[src/rtl/tinycpu_outport_capture.sv]
// -----------------------------------------------------------------------------
// tinycpu_outport_capture
//
// Purpose:
//   Host-side reader for the tinycpu output port. Every word the CPU writes to
//   its output register (qualified by out_we) is captured into a small FIFO
//   together with a free-running cycle timestamp. A host or bench drains the
//   FIFO through a show-ahead valid/ready read port.
//
// Ports:
//   clk       in   1        system clock, all logic on the rising edge
//   reset     in   1        synchronous, active-high reset
//   out_we    in   1        CPU output-write strobe, one word per high cycle
//   out_data  in   WIDTH    CPU output word, sampled when out_we=1
//   rd_ready  in   1        host accepts the head word this cycle
//   rd_valid  out  1        FIFO non-empty, head word presented
//   rd_data   out  WIDTH    head word data (show-ahead)
//   rd_stamp  out  TSW      head word capture timestamp
//   count     out  AW+1     entries held, 0..DEPTH
//   full      out  1        count == DEPTH
//   empty     out  1        count == 0
//   overflow  out  1        sticky, a write was dropped
//   clr_ovf   in   1        clears overflow
//
// Read handshake:
//   A word transfers on a rising edge where rd_valid=1 and rd_ready=1. The
//   head (rd_data/rd_stamp) only changes after such a transfer or after a
//   push into an empty FIFO, so it is stable while rd_valid=1 and
//   rd_ready=0. rd_valid never depends combinationally on rd_ready, and
//   rd_ready while empty has no effect.
// -----------------------------------------------------------------------------
module tinycpu_outport_capture #(
   parameter int WIDTH = 16,
   parameter int DEPTH = 8,
   parameter int AW    = 3,
   parameter int TSW   = 16
) (
   input  logic             clk,
   input  logic             reset,
   input  logic             out_we,
   input  logic [WIDTH-1:0] out_data,
   input  logic             rd_ready,
   output logic             rd_valid,
   output logic [WIDTH-1:0] rd_data,
   output logic [TSW-1:0]   rd_stamp,
   output logic [AW:0]      count,
   output logic             full,
   output logic             empty,
   output logic             overflow,
   input  logic             clr_ovf
);

   // Each stored entry is {data, timestamp}.
   localparam int EW = WIDTH + TSW;
   localparam logic [AW:0] FULL_COUNT = (AW+1)'(DEPTH);

   // ---------------------------------------------------------------------
   // State
   // ---------------------------------------------------------------------
   logic [AW-1:0]  wr_ptr_q, wr_ptr_d;
   logic [AW-1:0]  rd_ptr_q, rd_ptr_d;
   logic [AW:0]    count_q,  count_d;
   logic [TSW-1:0] cyc_q,    cyc_d;
   logic           ovf_q,    ovf_d;

   // Storage is not reset; only the pointers and count define what is live.
   logic [EW-1:0]  mem_q [DEPTH];

   // ---------------------------------------------------------------------
   // Decoded flags, straight from the registered count
   // ---------------------------------------------------------------------
   logic full_w;
   logic empty_w;

   assign full_w  = (count_q == FULL_COUNT);
   assign empty_w = (count_q == '0);

   // ---------------------------------------------------------------------
   // Push / pop qualification
   // ---------------------------------------------------------------------
   logic          pop_w;
   logic          push_w;
   logic          drop_w;
   logic [EW-1:0] wr_word_w;

   // A pop frees a slot in the same edge, so a full FIFO can still accept
   // a write when the host is draining the head at the same time.
   assign pop_w     = rd_ready && !empty_w;
   assign push_w    = out_we && (!full_w || pop_w);
   assign drop_w    = out_we && full_w && !pop_w;
   assign wr_word_w = {out_data, cyc_q};

   // ---------------------------------------------------------------------
   // Next-state logic
   // ---------------------------------------------------------------------
   always_comb begin
      wr_ptr_d = wr_ptr_q;
      rd_ptr_d = rd_ptr_q;
      count_d  = count_q;
      cyc_d    = cyc_q + 1'b1;   // free-running, wraps silently
      ovf_d    = ovf_q;

      if (push_w) begin
         wr_ptr_d = wr_ptr_q + 1'b1;
      end
      if (pop_w) begin
         rd_ptr_d = rd_ptr_q + 1'b1;
      end

      // Simultaneous push and pop leave the count unchanged.
      if (push_w && !pop_w) begin
         count_d = count_q + 1'b1;
      end else if (pop_w && !push_w) begin
         count_d = count_q - 1'b1;
      end

      // Clear first, so a drop in the same cycle keeps the flag set.
      if (clr_ovf) begin
         ovf_d = 1'b0;
      end
      if (drop_w) begin
         ovf_d = 1'b1;
      end
   end

   // ---------------------------------------------------------------------
   // Registers
   // ---------------------------------------------------------------------
   always_ff @(posedge clk) begin
      if (reset) begin
         wr_ptr_q <= '0;
         rd_ptr_q <= '0;
         count_q  <= '0;
         cyc_q    <= '0;
         ovf_q    <= 1'b0;
      end else begin
         wr_ptr_q <= wr_ptr_d;
         rd_ptr_q <= rd_ptr_d;
         count_q  <= count_d;
         cyc_q    <= cyc_d;
         ovf_q    <= ovf_d;
      end
   end

   // Reset also blocks the memory write so nothing from a reset cycle
   // lands in storage.
   always_ff @(posedge clk) begin
      if (!reset && push_w) begin
         mem_q[wr_ptr_q] <= wr_word_w;
      end
   end

   // ---------------------------------------------------------------------
   // Outputs
   // ---------------------------------------------------------------------
   logic [EW-1:0] head_w;

   assign head_w   = mem_q[rd_ptr_q];
   assign rd_data  = head_w[EW-1:TSW];
   assign rd_stamp = head_w[TSW-1:0];
   assign rd_valid = !empty_w;
   assign count    = count_q;
   assign full     = full_w;
   assign empty    = empty_w;
   assign overflow = ovf_q;

endmodule

[config.mk]
export PLATFORM = sky130hd
export DESIGN_NAME = tinycpu_outport_capture
export DESIGN_NICKNAME = d
export VERILOG_FILES = /design/src/rtl/tinycpu_outport_capture.sv
export SDC_FILE = /design/constraint.sdc
export NUM_CORES = 1
export LEC_CHECK = 0
export ABC_AREA = 1
export CAP_MARGIN = 20
export CORE_ASPECT_RATIO = 1.4
export CORE_MARGIN = 2
export CORE_UTILIZATION = 50
export DETAILED_ROUTE_END_ITERATION = 12
export HOLD_SLACK_MARGIN = 0.15
export PLACE_DENSITY = 0.72
export SYNTH_ARGS = -nofsm -noshare
export SYNTH_HDL_FRONTEND = slang
export SYNTH_SLANG_ARGS = --single-unit
[constraint.sdc]
create_clock -name clk -period 3.91 [get_ports clk]
set_input_delay 0.782 -clock clk [delete_from_list [all_inputs] [get_ports clk]]
set_output_delay 0.782 -clock clk [all_outputs]
set_load 0.02 [all_outputs]
==> summary.md, run 1 <==
| Metric | Value |
|---|---|
| Outcome | `finished, final reports clean` |
| DP HPWL | `between 10 and 15 mm` |
| R2R depth | `5` |
| Layout net count | `approximately 1100` |
| Final setup vio count | `0` |
| Maxcap violations | `0` |
| Worst EP required | `3130 ps` |
| CTS Buffer Depth | `3` |
| Initial Util | `51.0%` |
| Initial drt markers | `595` |
| Post-route cell area | `approximately 0.013 mm^2` |
| Sequential fraction of the synthesis area | `71.9%` |
| Slew at the pin closest to its max-slew limit | `~900 ps` |
| Final WS setup | `between 200 and 250 ps` |
| Leakage Power | `~4.7 nW` |
| N_diodes | `0` |
| Startpoint types | `flop` |
| Clk_skew | `about 13 ps` |
| Worst EP arrival | `around 2900 ps` |
| Initial antenna violation count | `0` |
| Comb power frac | `26.3%` |
| Clk pwr share | `roughly 30%` |
| RSZ-0062 raised after global routing | `no` |
| Syn nets | `1041` |
| Clock sink count | `about 290` |
| Distinct cells, synth | `27` |
| WL final | `approximately 23 mm` |
| Critical path class | `reg2out` |
| Final worst path period share | `between 90 and 100%` |
| Pin count of the biggest net entering global routing | `69` |
| Root buffer cell | `clkbuf_16` |
| Die height | `roughly 180 um` |
| Num rows | `65` |
| Share of cells above drive strength 1 | `about 7.1%` |
| Power per cell area | `a little over 600 mW/mm^2` |
| CTS clk-pin slew, worst paths | `roughly 70 ps` |
| Slew headroom | `39.7%` |
| CTS tree | `built` |
| Post-CTS Repair Setup Buffers | `0` |
| Total track usage | `19.2%` |
| CTS Buf Count | `26` |
| Post-layout min period | `about 3700 ps` |
| Global placer's final weighted congestion | `0.798` |
| Min-Delay Path Class | `reg2reg` |
| CP Capture Type | `output pin` |
| Internal | `approximately 5.6 mW` |
| Via count | `between 7000 and 8000` |
| Hold Buf Count CTS | `0` |
| First-pass GRT wire length | `between 30 and 40 mm` |
| Drt wl/cell | `roughly 17 um` |
| Layout area overhead | `15.4%` |
| I/O pin total | `slightly above 60` |
| Core ar. | `roughly 0.023 mm^2` |
| Sw Share | `30.8%` |
| DRT antenna net count | `0` |
| Average vias per placed instance | `around 5.3` |
| DRC | `0` |
| I/O Buffers | `60` |
| Die width | `approximately 130 um` |
| Setup TNS Final | `0 ps` |
| # resized after CTS | `0` |
| Total iterations of the first detailed-routing run | `5` |
| Vias in the first global route | `about 7300` |
| Net Sw Power | `2.52 mW` |
| Worst vdd ir | `between 0.4 and 0.5 mV` |
| Hold Vio Cnt, Final | `0` |
| Gr ovfl total | `0` |
| FMAX | `~0.27 GHz` |
| Syn_area_per_cell | `between 10 and 15 um^2` |
| Most frequent cells in the layout | `256 x edfxtp_1, 236 x nor2_1, 148 x nand2_1` |
| Seq pwr share | `43.8%` |
| Setup WS pre-CTS | `526 ps` |
| Worst skew pair latency | `520 ps` |
| YS warnings | `0` |
| Most common cell after layout, fill and taps aside | `edfxtp_1` |
| # H-tree levels | `1` |
| Synth Cell Area | `between 0.01 and 0.015 mm^2` |
| Die Area | `around 0.024 mm^2` |
| Area after DPL | `0.0124 mm^2` |
| Seq cells post-synth | `around 290` |
| Max-slew violations | `0` |
| Worst Path Max Fanout | `50` |
| Hold Crit Depth | `2` |
| Cells after Synth | `approximately 1000` |
## layout make-up
class | instances | area (um^2)
Clock buffer | 29 | 683
Clock inverter | 19 | 143
Fill cell | 1813 | 9320
Inverter | 36 | 136
Multi-Input combinational cell | 640 | 2860
Sequential cell | 286 | 8300
Tap cell | 301 | 377
Timing Repair Buffer | 81 | 796
## worst max-delay path, stage by stage, from the launching register on
cell             delay, ps
dfxtp_4                590
buf_4                  510
nor2_1                 130
nor2_1                 120
o21ai_0                 90
o21ai_1                120
nand2_1                 80
nand2_1                110
clkdlybuf4s50_1        600
## through the flow
step	total power, mW	std cells	util, %	hold slack (ps)
5_1_grt	8.58	1392	58.8	503
2_1_floorplan	5.01	1013	-	465
4_1_cts	8.24	1389	58.5	487
6_report	8.17	1392	58.8	482
3_3_place_gp	5.75	1341	54.9	458
3_5_place_dp	5.80	1341	54.9	471
## final timing paths
| check | from | end | slack [ps] |
|---|---|---|---|
| max | flop | rd_stamp[3] | 230 |
| min | overflow | overflow | 480 |
| max reg2reg | count[0] | mem_q[1][26] | 1380 |
| min reg2reg | overflow | overflow | 480 |
## power by group through the flow
| stage | sequential, mW | clock (mW) | combinational [mW] |
|---|---|---|---|
| 6_report | 3.58 | 2.44 | 2.15 |
| 5_1_grt | 3.60 | 2.60 | 2.38 |
| 4_1_cts | 3.58 | 2.48 | 2.17 |
| 3_5_place_dp | 3.65 | 0 | 2.15 |
| 3_3_place_gp | 3.64 | 0 | 2.11 |
| 2_1_floorplan | 3.56 | 0 | 1.45 |
## cell families (layout without fill, tap and decap cells)
| group | count (synthesis) | in the layout | synth area share (%) |
|---|---|---|---|
| AO/OA/AOI/OAI | 209 | 209 | 9.08 |
| XOR/XNOR | 4 | 4 | 0.304 |
| adder cells (fa/ha/maj) | 7 | 7 | 0.825 |
| buffers and inverters | 87 | 165 | 3.76 |
| flip-flops | 286 | 286 | 71.9 |
| AND/OR/NAND/NOR | 420 | 420 | 14.1 |
## cells in the mapped netlist
library cell | n | share of area [%]
a21oi_1 | 11 | 0.48
buf_6 | 6 | 0.59
xor2_1 | 3 | 0.23
clkbuf_2 | 4 | 0.17
buf_4 | 4 | 0.26
clkbuf_1 | 17 | 0.55
nand2_2 | 1 | 0.054
o21ai_0 | 134 | 5.8
xnor2_1 | 1 | 0.076
ha_1 | 6 | 0.65
dfxtp_1 | 30 | 5.2
o21ai_1 | 64 | 2.8
clkinv_1 | 1 | 0.033
buf_1 | 3 | 0.098
edfxtp_1 | 256 | 67
nand2_1 | 148 | 4.8
nor2_1 | 244 | 8.0
nor2_2 | 1 | 0.054
nor3_1 | 2 | 0.087
nand4_1 | 3 | 0.16
buf_8 | 2 | 0.26
buf_2 | 15 | 0.65
fa_1 | 1 | 0.17
nand3_1 | 18 | 0.78
nand3b_1 | 1 | 0.065
inv_1 | 35 | 1.1
or2_2 | 2 | 0.11
## registers in the layout (all words and copies together) (netlist names), named ones only
| register | count |
|---|---|
| mem_q | 256 |
| cyc_q | 16 |
| count | 4 |
| rd_ptr_q | 3 |
| wr_ptr_q | 3 |
| overflow | 1 |
## layer usage
metal	wire length (um)	part of all wire [%]	GRT usage [%]
met3	942	4.0	2.23
met1	9630	41	23.1
met2	12400	53	36.1
met5	0	0	0
met4	508	2.2	5.72
(Power assumes the default switching activity.)
==> run 2: changes to the inputs <==
- CORE_MARGIN: 2 -> not set
- DONT_BUFFER_PORTS: not set -> 1
- PLACE_DENSITY: 0.72 -> 0.69
==> summary.md, run 2 (synthesis gave the netlist of run 1 again) <==
| Metric | Value |
|---|---|
| CTS Buffer Depth | `3` |
| Vias in the first global route | `just over 7000` |
| Largest reg by FF count | `mem_q` |
| CTS clk-pin slew, worst paths | `70 ps` |
| FMAX | `between 0.3 and 0.4 GHz` |
| Overall power | `about 7.8 mW` |
| Initial antenna violation count | `0` |
| I/O pin total | `61` |
| Average vias per placed instance | `about 5.3` |
| Die width | `~130 um` |
| Initial Util | `a little over 50%` |
| RSZ-0062 raised after global routing | `no` |
| Clock sink count | `roughly 290` |
| # resized after CTS | `0` |
| Final WS setup | `702 ps` |
| Root buffer cell | `clkbuf_16` |
| Min-Delay Path Class | `in2reg` |
| Hold Vio Cnt, Final | `0` |
| DP HPWL | `12.2 mm` |
| Gr ovfl total | `0` |
| Share of cells above drive strength 1 | `under 10%` |
| Drt wl/cell | `around 17 um` |
| Worst skew pair latency | `roughly 530 ps` |
| Setup TNS Final | `0 ps` |
| Clk_skew | `around 22 ps` |
| Via count | `around 7000` |
| Post-CTS Repair Setup Buffers | `0` |
| First-pass GRT wire length | `roughly 36 mm` |
| DRT antenna net count | `0` |
| Pin count of the biggest net entering global routing | `~130` |
| Hold Buf Count CTS | `0` |
| Max-slew violations | `0` |
| Most frequent cells in the layout | `256 x edfxtp_1, 236 x nor2_1, 148 x nand2_1` |
| Final worst path period share | `82.0%` |
| Die Area | `roughly 0.024 mm^2` |
| Maxcap violations | `0` |
| Layout net count | `just over 1000` |
| WL final | `between 20 and 25 mm` |
| Leakage Power | `around 4.4 nW` |
| Initial drt markers | `between 500 and 600` |
| # H-tree levels | `1` |
| Slew at the pin closest to its max-slew limit | `997 ps` |
| Layout area overhead | `10.3%` |
| Power per cell area | `slightly above 600 mW/mm^2` |
| Total track usage | `between 10% and 20%` |
| Setup WS pre-CTS | `1250 ps` |
| Worst EP required | `3130 ps` |
| Startpoint types | `flop` |
| Worst Path Max Fanout | `98` |
| Slew headroom | `33.5%` |
| Final setup vio count | `0` |
| CTS Buf Count | `26` |
| Outcome | `finished, final reports clean` |
| I/O Buffers | `0` |
| Worst EP arrival | `approximately 2400 ps` |
| Post-layout min period | `3210 ps` |
| Global placer's final weighted congestion | `roughly 0.76` |
| Most common cell after layout, fill and taps aside | `edfxtp_1` |
| CTS tree | `built` |
| N_diodes | `0` |
| Critical path class | `reg2out` |
| Max FFs per register | `256` |
| Die height | `182 um` |
| Total iterations of the first detailed-routing run | `4` |
| Core ar. | `between 0.02 and 0.025 mm^2` |
| DRC | `0` |
| Worst vdd ir | `roughly 0.46 mV` |
| CP Capture Type | `output pin` |
| Num rows | `65` |
==> run 2: cell types whose count changed in the layout (fill, tap and decap cells not counted) <==
| cell | change |
|---|---|
| clkdlybuf4s50_1 | -60 |
| clkinv_2 | -6 |
| buf_4 | -4 |
| clkbuf_8 | +4 |
| buf_12 | -1 |
| bufinv_16 | +1 |
| clkinv_4 | +1 |
==> run 2: where the power goes <==
| group | total, mW | internal, mW | switching [mW] |
|---|---|---|---|
| combinational | 1.68 | 0.458 | 1.22 |
| clock | 2.59 | 1.53 | 1.06 |
| sequential | 3.57 | 3.42 | 0.150 |
==> run 2: layout make-up <==
| type | instances | area [um^2] |
|---|---|---|
| inverters | 36 | 136 |
| clock inverters | 15 | 151 |
| clock buffers | 33 | 738 |
| multi-input cells | 640 | 2860 |
| repair buffers | 16 | 145 |
| flip-flops and latches | 286 | 8300 |
| well taps | 301 | 377 |
| fillers | 1853 | 9910 |
==> run 2: critical path: stages, from the launching register on <==
cell      delay [ps]
dfxtp_4          360
clkinv_2          50
buf_4            700
o21ai_0          310
o21ai_1          140
nand2_1           70
nand2_1          180
==> run 2: layer usage <==
metal	part of all wire [%]	up-vias	GRT usage [%]
met1	41	3393	24.6
met2	51	176	34.6
met3	5.1	40	3.74
met4	2.4	0	7.30
met5	0	-	0
li1	-	3476	-
==> run 2: stage by stage <==
stage | hold slack (ps) | util (%) | instance area (um^2) | cells
detailed placement | 482 | 52.2 | 11800 | 1279
finish | 315 | 56.2 | 12700 | 1327
floorplan | 465 | - | 11500 | 1013
global route | 301 | 56.2 | 12700 | 1327
CTS | 302 | 56.2 | 12700 | 1327
global placement | 474 | 52.2 | 11800 | 1279
==> run 2: path summary, 6_finish.rpt <==
path | startpoint | end | slack (ps) | cells past startpoint
setup / recovery | flop | rd_stamp[10] | 700 | 6
hold / removal | reset | count[0] | 310 | 1
setup reg to reg | count[0] | mem_q[5][6] | 1450 | 5
hold reg to reg | rd_ptr_q[2] | flop | 480 | 2
